===== src/rtl/mem_port_arbiter_if.sv =====
// Bundle of the two requester ports and the shared memory port.
// slave  : arbiter view (takes requests, drives memory).
// master : environment view (requesters and memory model).
interface mem_port_arbiter_if #(
  parameter int unsigned ADDR_W = 32,
  parameter int unsigned DATA_W = 32
);
  logic              req0_valid;
  logic              req0_we;
  logic [ADDR_W-1:0] req0_addr;
  logic [DATA_W-1:0] req0_wdata;
  logic              req0_ready;
  logic              rsp0_valid;
  logic [DATA_W-1:0] rsp0_rdata;
  logic              rsp0_err;

  logic              req1_valid;
  logic              req1_we;
  logic [ADDR_W-1:0] req1_addr;
  logic [DATA_W-1:0] req1_wdata;
  logic              req1_ready;
  logic              rsp1_valid;
  logic [DATA_W-1:0] rsp1_rdata;
  logic              rsp1_err;

  logic              mem_valid;
  logic              mem_we;
  logic [ADDR_W-1:0] mem_addr;
  logic [DATA_W-1:0] mem_wdata;
  logic              mem_ready;
  logic [DATA_W-1:0] mem_rdata;

  modport slave (
    input  req0_valid, req0_we, req0_addr, req0_wdata,
    output req0_ready, rsp0_valid, rsp0_rdata, rsp0_err,
    input  req1_valid, req1_we, req1_addr, req1_wdata,
    output req1_ready, rsp1_valid, rsp1_rdata, rsp1_err,
    output mem_valid, mem_we, mem_addr, mem_wdata,
    input  mem_ready, mem_rdata
  );

  modport master (
    output req0_valid, req0_we, req0_addr, req0_wdata,
    input  req0_ready, rsp0_valid, rsp0_rdata, rsp0_err,
    output req1_valid, req1_we, req1_addr, req1_wdata,
    input  req1_ready, rsp1_valid, rsp1_rdata, rsp1_err,
    input  mem_valid, mem_we, mem_addr, mem_wdata,
    output mem_ready, mem_rdata
  );
endinterface


===== src/rtl/mem_port_arbiter.sv =====
// Two-port round-robin arbiter in front of a single-port memory.
// Port 0 = instruction fetch, port 1 = load/store. One transaction in flight.
// Optional: define ARB_TIMEOUT_EN to abort BUSY after TIMEOUT cycles without mem_ready.
module mem_port_arbiter #(
  parameter int unsigned ADDR_W  = 32,
  parameter int unsigned DATA_W  = 32,
  parameter int unsigned TIMEOUT = 255
) (
  input logic               clk,
  input logic               reset,
  mem_port_arbiter_if.slave bus
);

  typedef enum logic {IDLE = 1'b0, BUSY = 1'b1} state_t;

  state_t            state, state_next;
  logic              last_grant;
  logic              grant_id;
  logic              lat_we;
  logic [ADDR_W-1:0] lat_addr;
  logic [DATA_W-1:0] lat_wdata;

  logic              any_req;
  logic              win_id;
  logic              accept;
  logic              finish;
  logic              tmo_abort;

  logic              rsp0_valid_q, rsp1_valid_q;
  logic [DATA_W-1:0] rsp0_rdata_q, rsp1_rdata_q;

  // Winner selection: single requester wins; on a tie the port that did not win last.
  always_comb begin
    any_req = bus.req0_valid | bus.req1_valid;
    win_id  = (bus.req0_valid & bus.req1_valid) ? ~last_grant : bus.req1_valid;
    accept  = (state == IDLE) & any_req;
    finish  = (state == BUSY) & (bus.mem_ready | tmo_abort);
  end

`ifdef ARB_TIMEOUT_EN
  localparam int unsigned TMO_W = $clog2(TIMEOUT + 1);
  logic [TMO_W-1:0] tmo_cnt;

  // BUSY cycle counter, restarted on every accepted request.
  always_ff @(posedge clk or negedge reset) begin
    if (!reset)            tmo_cnt <= '0;
    else if (accept)       tmo_cnt <= '0;
    else if (state == BUSY) tmo_cnt <= tmo_cnt + TMO_W'(1);
  end

  assign tmo_abort = (state == BUSY) && (tmo_cnt == TMO_W'(TIMEOUT)) && !bus.mem_ready;

  logic rsp0_err_q, rsp1_err_q;

  // Error flag pulses alongside the response of an aborted transaction.
  always_ff @(posedge clk or negedge reset) begin
    if (!reset) begin
      rsp0_err_q <= 1'b0;
      rsp1_err_q <= 1'b0;
    end else begin
      rsp0_err_q <= tmo_abort & ~grant_id;
      rsp1_err_q <= tmo_abort &  grant_id;
    end
  end

  assign bus.rsp0_err = rsp0_err_q;
  assign bus.rsp1_err = rsp1_err_q;
`else
  assign tmo_abort    = 1'b0;
  assign bus.rsp0_err = 1'b0;
  assign bus.rsp1_err = 1'b0;
`endif

  // State register.
  always_ff @(posedge clk or negedge reset) begin
    if (!reset) state <= IDLE;
    else        state <= state_next;
  end

  // Next-state logic: IDLE -> BUSY on accept, BUSY -> IDLE on completion or abort.
  always_comb begin
    state_next = state;
    case (state)
      IDLE:    if (accept) state_next = BUSY;
      BUSY:    if (finish) state_next = IDLE;
      default: state_next = IDLE;
    endcase
  end

  // Latch the winning request and track grant history.
  always_ff @(posedge clk or negedge reset) begin
    if (!reset) begin
      last_grant <= 1'b1;
      grant_id   <= 1'b0;
      lat_we     <= 1'b0;
      lat_addr   <= '0;
      lat_wdata  <= '0;
    end else begin
      if (accept) begin
        grant_id  <= win_id;
        lat_we    <= win_id ? bus.req1_we    : bus.req0_we;
        lat_addr  <= win_id ? bus.req1_addr  : bus.req0_addr;
        lat_wdata <= win_id ? bus.req1_wdata : bus.req0_wdata;
      end
      if (finish) last_grant <= grant_id;
    end
  end

  // Response pulses and per-port read data holding registers.
  always_ff @(posedge clk or negedge reset) begin
    if (!reset) begin
      rsp0_valid_q <= 1'b0;
      rsp1_valid_q <= 1'b0;
      rsp0_rdata_q <= '0;
      rsp1_rdata_q <= '0;
    end else begin
      rsp0_valid_q <= finish & ~grant_id;
      rsp1_valid_q <= finish &  grant_id;
      if (finish && !grant_id) begin
        if (tmo_abort)   rsp0_rdata_q <= '0;
        else if (!lat_we) rsp0_rdata_q <= bus.mem_rdata;
      end
      if (finish && grant_id) begin
        if (tmo_abort)   rsp1_rdata_q <= '0;
        else if (!lat_we) rsp1_rdata_q <= bus.mem_rdata;
      end
    end
  end

  assign bus.req0_ready = accept & ~win_id;
  assign bus.req1_ready = accept &  win_id;
  assign bus.rsp0_valid = rsp0_valid_q;
  assign bus.rsp1_valid = rsp1_valid_q;
  assign bus.rsp0_rdata = rsp0_rdata_q;
  assign bus.rsp1_rdata = rsp1_rdata_q;
  assign bus.mem_valid  = (state == BUSY);
  assign bus.mem_we     = lat_we;
  assign bus.mem_addr   = lat_addr;
  assign bus.mem_wdata  = lat_wdata;

endmodule


===== src/flat_wrapper.sv =====
// flat-port wrapper written by rule: the top's interface ports become plain ports
module mem_port_arbiter_flat 
#(
  parameter int unsigned ADDR_W  = 32,
  parameter int unsigned DATA_W  = 32,
  parameter int unsigned TIMEOUT = 255
)
  (clk, reset, bus_req0_valid, bus_req0_we, bus_req0_addr, bus_req0_wdata, bus_req0_ready, bus_rsp0_valid, bus_rsp0_rdata, bus_rsp0_err, bus_req1_valid, bus_req1_we, bus_req1_addr, bus_req1_wdata, bus_req1_ready, bus_rsp1_valid, bus_rsp1_rdata, bus_rsp1_err, bus_mem_valid, bus_mem_we, bus_mem_addr, bus_mem_wdata, bus_mem_ready, bus_mem_rdata);
  mem_port_arbiter_if #(.ADDR_W(ADDR_W), .DATA_W(DATA_W)) bus_i ();
  input logic clk;
  input logic reset;
  input wire logic [$bits(bus_i.req0_valid)-1:0] bus_req0_valid;
  input wire logic [$bits(bus_i.req0_we)-1:0] bus_req0_we;
  input wire logic [$bits(bus_i.req0_addr)-1:0] bus_req0_addr;
  input wire logic [$bits(bus_i.req0_wdata)-1:0] bus_req0_wdata;
  output wire logic [$bits(bus_i.req0_ready)-1:0] bus_req0_ready;
  output wire logic [$bits(bus_i.rsp0_valid)-1:0] bus_rsp0_valid;
  output wire logic [$bits(bus_i.rsp0_rdata)-1:0] bus_rsp0_rdata;
  output wire logic [$bits(bus_i.rsp0_err)-1:0] bus_rsp0_err;
  input wire logic [$bits(bus_i.req1_valid)-1:0] bus_req1_valid;
  input wire logic [$bits(bus_i.req1_we)-1:0] bus_req1_we;
  input wire logic [$bits(bus_i.req1_addr)-1:0] bus_req1_addr;
  input wire logic [$bits(bus_i.req1_wdata)-1:0] bus_req1_wdata;
  output wire logic [$bits(bus_i.req1_ready)-1:0] bus_req1_ready;
  output wire logic [$bits(bus_i.rsp1_valid)-1:0] bus_rsp1_valid;
  output wire logic [$bits(bus_i.rsp1_rdata)-1:0] bus_rsp1_rdata;
  output wire logic [$bits(bus_i.rsp1_err)-1:0] bus_rsp1_err;
  output wire logic [$bits(bus_i.mem_valid)-1:0] bus_mem_valid;
  output wire logic [$bits(bus_i.mem_we)-1:0] bus_mem_we;
  output wire logic [$bits(bus_i.mem_addr)-1:0] bus_mem_addr;
  output wire logic [$bits(bus_i.mem_wdata)-1:0] bus_mem_wdata;
  input wire logic [$bits(bus_i.mem_ready)-1:0] bus_mem_ready;
  input wire logic [$bits(bus_i.mem_rdata)-1:0] bus_mem_rdata;
  assign bus_i.req0_valid = bus_req0_valid;
  assign bus_i.req0_we = bus_req0_we;
  assign bus_i.req0_addr = bus_req0_addr;
  assign bus_i.req0_wdata = bus_req0_wdata;
  assign bus_req0_ready = bus_i.req0_ready;
  assign bus_rsp0_valid = bus_i.rsp0_valid;
  assign bus_rsp0_rdata = bus_i.rsp0_rdata;
  assign bus_rsp0_err = bus_i.rsp0_err;
  assign bus_i.req1_valid = bus_req1_valid;
  assign bus_i.req1_we = bus_req1_we;
  assign bus_i.req1_addr = bus_req1_addr;
  assign bus_i.req1_wdata = bus_req1_wdata;
  assign bus_req1_ready = bus_i.req1_ready;
  assign bus_rsp1_valid = bus_i.rsp1_valid;
  assign bus_rsp1_rdata = bus_i.rsp1_rdata;
  assign bus_rsp1_err = bus_i.rsp1_err;
  assign bus_mem_valid = bus_i.mem_valid;
  assign bus_mem_we = bus_i.mem_we;
  assign bus_mem_addr = bus_i.mem_addr;
  assign bus_mem_wdata = bus_i.mem_wdata;
  assign bus_i.mem_ready = bus_mem_ready;
  assign bus_i.mem_rdata = bus_mem_rdata;
  mem_port_arbiter #(.ADDR_W(ADDR_W), .DATA_W(DATA_W), .TIMEOUT(TIMEOUT)) u_core (.clk(clk), .reset(reset), .bus(bus_i));
endmodule

===== config.mk =====
export PLATFORM = sky130hd
export DESIGN_NAME = mem_port_arbiter_flat
export DESIGN_NICKNAME = d
export VERILOG_FILES = /design/src/rtl/mem_port_arbiter_if.sv /design/src/rtl/mem_port_arbiter.sv /design/src/flat_wrapper.sv
export SDC_FILE = /design/constraint.sdc
export NUM_CORES = 1
export LEC_CHECK = 0
export BUFFER_PORTS_ARGS = -buffer_cell sky130_fd_sc_hd__buf_2
export CAP_MARGIN = 10
export CORE_MARGIN = 2
export CORE_UTILIZATION = 40
export DETAILED_ROUTE_END_ITERATION = 10
export PLACE_DENSITY = 0.8
export SETUP_SLACK_MARGIN = 0.2
export SYNTH_ARGS = -nofsm -noshare
export SYNTH_HDL_FRONTEND = slang
export SYNTH_SLANG_ARGS = --single-unit

===== constraint.sdc =====
create_clock -name clk -period 3.2 [get_ports clk]
set_clock_uncertainty 0.15 [all_clocks]
set_input_delay 0.64 -clock clk [delete_from_list [all_inputs] [get_ports clk]]
set_output_delay 0.64 -clock clk [all_outputs]
set_load 0.01 [all_outputs]

==> impl_metrics.prom <==
# TYPE chip_impl_metric gauge
chip_impl_metric{name="power_frac_clock",unit="%"} 23.7
chip_impl_metric{name="minimum_period_implied_by_the_final_worst_setup_slack",unit="ns"} 2.52
chip_impl_metric{name="port_buffers",unit=""} 300
chip_impl_info{name="worst-setup-path-type",value="flip-flop to output port"} 1
chip_impl_metric{name="pwr_density_cell",unit="nW/um^2"} 977
chip_impl_metric{name="setup_total_negative_slack",unit="ns"} 0
chip_impl_info{name="cpMaxStageDelayCell",value="sky130_fd_sc_hd__and3_2"} 1
chip_impl_metric{name="ctsHtreeMaxLevel",unit=""} 4
chip_impl_metric{name="track_usage",unit="%"} 19.9
chip_impl_metric{name="die_width",unit="microns"} 122
chip_impl_metric{name="cts_hold_repair.buffers",unit=""} 0
chip_impl_metric{name="rr_worst_depth",unit=""} 4
chip_impl_metric{name="netlist_instances",unit=""} 374
chip_impl_metric{name="slowest_stage_delay_on_critical_path",unit="ns"} 0.51
chip_impl_metric{name="placeableCoreArea",unit="sq um"} 13700
chip_impl_metric{name="maxCapViolations",unit=""} 0
chip_impl_info{name="end_kind",value="output port"} 1
chip_impl_metric{name="seq_area_frac_synth",unit="%"} 60.4
chip_impl_metric{name="vias",unit=""} 4377
chip_impl_info{name="unrepaired_setup_endpoints_after_global_routing",value="false"} 1
chip_impl_metric{name="final_count_of_hold_timing_violations",unit=""} 0
chip_impl_metric{name="actual_slew_at_the_worst_max_slew_pin",unit="ns"} 0.691
chip_impl_metric{name="finalMaxSlewViolations",unit=""} 0
chip_impl_info{name="regToRegStartpoint",value="u_core.bus.mem_valid"} 1
chip_impl_info{name="clock_tree.root_cell",value="sky130_fd_sc_hd__clkbuf_16"} 1
chip_impl_metric{name="area.growth.synth_to_final",unit="%"} 38.8
chip_impl_metric{name="required",unit="ns"} 2.41
chip_impl_metric{name="grt_antenna_before_repair",unit=""} 1
chip_impl_metric{name="cts_resized",unit=""} 0
chip_impl_metric{name="top_level_ports",unit=""} 303
chip_impl_metric{name="max_clock_freq",unit="MHz"} 398
chip_impl_metric{name="drt_pass1_iterations",unit=""} 4
chip_impl_info{name="crit_chain",value="inv_1 > and3_2 > buf_2"} 1
chip_impl_metric{name="final-setup-viol-count",unit=""} 0
chip_impl_info{name="critical_path.reg2reg.endpoint",value="u_core.bus.mem_addr[30]"} 1
chip_impl_metric{name="r2r_slack",unit="ns"} 1.08
chip_impl_metric{name="seq_power_share",unit="%"} 38.9
chip_impl_metric{name="timing.critical_path.fanout_max",unit=""} 25
chip_impl_metric{name="die_h",unit="microns"} 122
chip_impl_metric{name="fp-row-count",unit=""} 43
chip_impl_metric{name="post_dp_cell_area",unit="sq um"} 7160
chip_impl_info{name="tritoncts",value="done"} 1
chip_impl_metric{name="design_power_total",unit="mW"} 7.53
chip_impl_info{name="startpoint_type",value="flip-flop"} 1
chip_impl_metric{name="clk_pin_slew",unit="ns"} 0.06
chip_impl_info{name="timing.critical_path.from",value="u_core.bus.mem_valid"} 1
chip_impl_metric{name="final_core_util",unit="%"} 56.2
chip_impl_metric{name="combPwrFrac",unit="%"} 37.4
chip_impl_metric{name="worstSkewPairLatency",unit="ns"} 0.41
chip_impl_metric{name="slew_headroom",unit="%"} 53.9
chip_impl_metric{name="dp_hpwl",unit="mm"} 11.0
chip_impl_metric{name="cts_setup_buffers",unit=""} 0
chip_impl_metric{name="drc",unit=""} 0
chip_impl_metric{name="yosysWarnings",unit=""} 0
chip_impl_metric{name="grt_start_max_net_pins",unit=""} 71
chip_impl_metric{name="grt_first_pass_wirelength",unit="mm"} 22.5
chip_impl_info{name="hp-class",value="primary input to asynchronous set/reset pin"} 1
chip_impl_metric{name="final_net_count",unit=""} 837
chip_impl_metric{name="final_global_route_overflow_total",unit=""} 0
chip_impl_metric{name="final.period_utilization",unit="%"} 78.6
chip_impl_metric{name="via_count_normalized_by_instance_count",unit=""} 5.08
chip_impl_metric{name="detail_route.wirelength",unit="mm"} 15.0
chip_impl_metric{name="cp.arrival",unit="ns"} 1.73
chip_impl_metric{name="tritoncts_num_sinks",unit=""} 134
chip_impl_metric{name="worst_ir_drop_vdd",unit="mV"} 0.469
chip_impl_metric{name="synth_cell_type_count",unit=""} 22
chip_impl_metric{name="routabilityCongestion",unit=""} 0.777
chip_impl_metric{name="final_antenna_diode_count",unit=""} 0
chip_impl_metric{name="first_global_vias",unit=""} 4351
chip_impl_metric{name="die-area",unit="sq um"} 14800
chip_impl_metric{name="tritoncts.num_buffers",unit=""} 17
chip_impl_metric{name="p_sw_share",unit="%"} 32.7
chip_impl_metric{name="synth_area_per_cell",unit="sq um"} 14.9
chip_impl_metric{name="net-switching-power",unit="mW"} 2.46
chip_impl_metric{name="syn-cell-area",unit="sq um"} 5560
chip_impl_metric{name="internal_power",unit="mW"} 5.07
chip_impl_metric{name="yosys_reg_bits",unit=""} 134
chip_impl_metric{name="post_drt_wl_per_cell",unit="microns"} 17.4
chip_impl_metric{name="layout_cell_share_with_drive_strength_beyond_1",unit="%"} 59.5
chip_impl_metric{name="dr.first_iter.drc_count",unit=""} 168
chip_impl_metric{name="max_root_sink_buffers",unit=""} 2
chip_impl_metric{name="total_leakage_power",unit="nW"} 4.03
chip_impl_metric{name="final_antenna_net_count",unit=""} 0
chip_impl_info{name="run_status",value="complete, no violations"} 1
chip_impl_metric{name="final_area",unit="sq um"} 7710
chip_impl_metric{name="floorplan.initialDensity",unit="%"} 40.5
-- power by group through the flow --
stage	clock network (mW)	registers [mW]	logic, mW
floorplan	0	3.26	1.29
global placement	0	2.88	2.76
detailed placement	0	2.93	2.83
CTS	1.83	2.93	2.85
global route	1.90	3.01	3.05
finish	1.78	2.93	2.82
-- through the flow --
step / worst slack (ns) / std cells / hold slack [ns]
after floorplan: 1.22 / 375 / 0.194
after global placement: 0.878 / 831 / 0.313
after detailed placement: 0.860 / 831 / 0.325
after CTS: 0.690 / 862 / 0.0867
after global routing: 0.587 / 862 / 0.114
final: 0.685 / 862 / 0.0636
-- cells in the mapped netlist --
library cell	count	area (sq um)
sky130_fd_sc_hd__a21o_1	2	15.0
sky130_fd_sc_hd__a221o_1	65	651
sky130_fd_sc_hd__and2_1	65	407
sky130_fd_sc_hd__and3_1	2	12.5
sky130_fd_sc_hd__and3_4	1	11.3
sky130_fd_sc_hd__buf_2	7	35.0
sky130_fd_sc_hd__buf_4	5	37.5
sky130_fd_sc_hd__buf_6	10	113
sky130_fd_sc_hd__clkbuf_1	9	33.8
sky130_fd_sc_hd__conb_1	1	3.75
sky130_fd_sc_hd__dfrtp_1	133	3330
sky130_fd_sc_hd__dfstp_2	1	26.3
sky130_fd_sc_hd__inv_1	1	3.75
sky130_fd_sc_hd__mux2_1	2	22.5
sky130_fd_sc_hd__mux2_2	32	360
sky130_fd_sc_hd__mux2_4	30	450
sky130_fd_sc_hd__nand2_1	2	7.51
sky130_fd_sc_hd__nand2b_1	2	12.5
sky130_fd_sc_hd__nor2_1	1	3.75
sky130_fd_sc_hd__nor3_2	1	10.0
sky130_fd_sc_hd__o21ai_0	1	5.00
sky130_fd_sc_hd__o21bai_1	1	7.51
-- sequential cells by signal (all words and copies together) (netlist names) --
register               count
u_core.bus.mem_valid       1
u_core.grant_id            1
u_core.bus.rsp1_rdata     32
u_core.bus.mem_wdata      32
u_core.bus.rsp0_rdata     32
u_core.bus.rsp1_valid      1
u_core.bus.rsp0_valid      1
u_core.last_grant          1
u_core.bus.mem_addr       32
u_core.bus.mem_we          1
-- cell type report --
cell class                 count  area (sq um)
clock buffer                  18           439
multi-input combinational    209          2000
fill                        1116          6010
tap                          180           225
sequential                   134          3350
timing repair buffer         307          1570
clock inverter                13           110
inverter                       1          3.75
-- logic make-up after synthesis --
kind of cell	share of synthesized area, %
other	0.0675
AND/OR/NAND/NOR	8.35
AO/OA/AOI/OAI	12.2
flip-flops	60.4
multiplexers	15.0
buffers and inverters	4.01
-- metal layers --
layer	wire length, microns	track usage (%)
met1	6050	24.0
met3	1210	6.18
met2	7470	33.3
met4	257	7.97
met5	13	0
-- cells in the final DEF (no fill, tap or decap), types with 2 or more instances in the layout --
cell type / n
sky130_fd_sc_hd__a21o_1: 2
sky130_fd_sc_hd__clkinv_4: 4
sky130_fd_sc_hd__a221o_1: 65
sky130_fd_sc_hd__conb_1: 2
sky130_fd_sc_hd__clkinvlp_4: 2
sky130_fd_sc_hd__dfrtp_1: 133
sky130_fd_sc_hd__and2_1: 65
sky130_fd_sc_hd__mux2_1: 2
sky130_fd_sc_hd__mux2_2: 32
sky130_fd_sc_hd__clkinv_2: 6
sky130_fd_sc_hd__mux2_4: 30
sky130_fd_sc_hd__nand2_1: 2
sky130_fd_sc_hd__buf_4: 6
sky130_fd_sc_hd__buf_2: 299
sky130_fd_sc_hd__clkbuf_16: 17
-- worst max path at each step --
stage                                 to  depth (start not counted)
after detailed placement  bus_req1_ready                          4
after CTS                 bus_req1_ready                          3
after floorplan           bus_req0_ready                          3
after global routing      bus_req1_ready                          3
final                     bus_req1_ready                          3
after global placement    bus_req1_ready                          4
-- worst max-delay path, delay by kind of cell, from the launching register on --
family	cells	cell delay, ns
DFF	1	0.45
buffers and inverters	2	0.35
and+or+nand+nor	1	0.51
No activity file was read; power rests on OpenSTA's default activity.
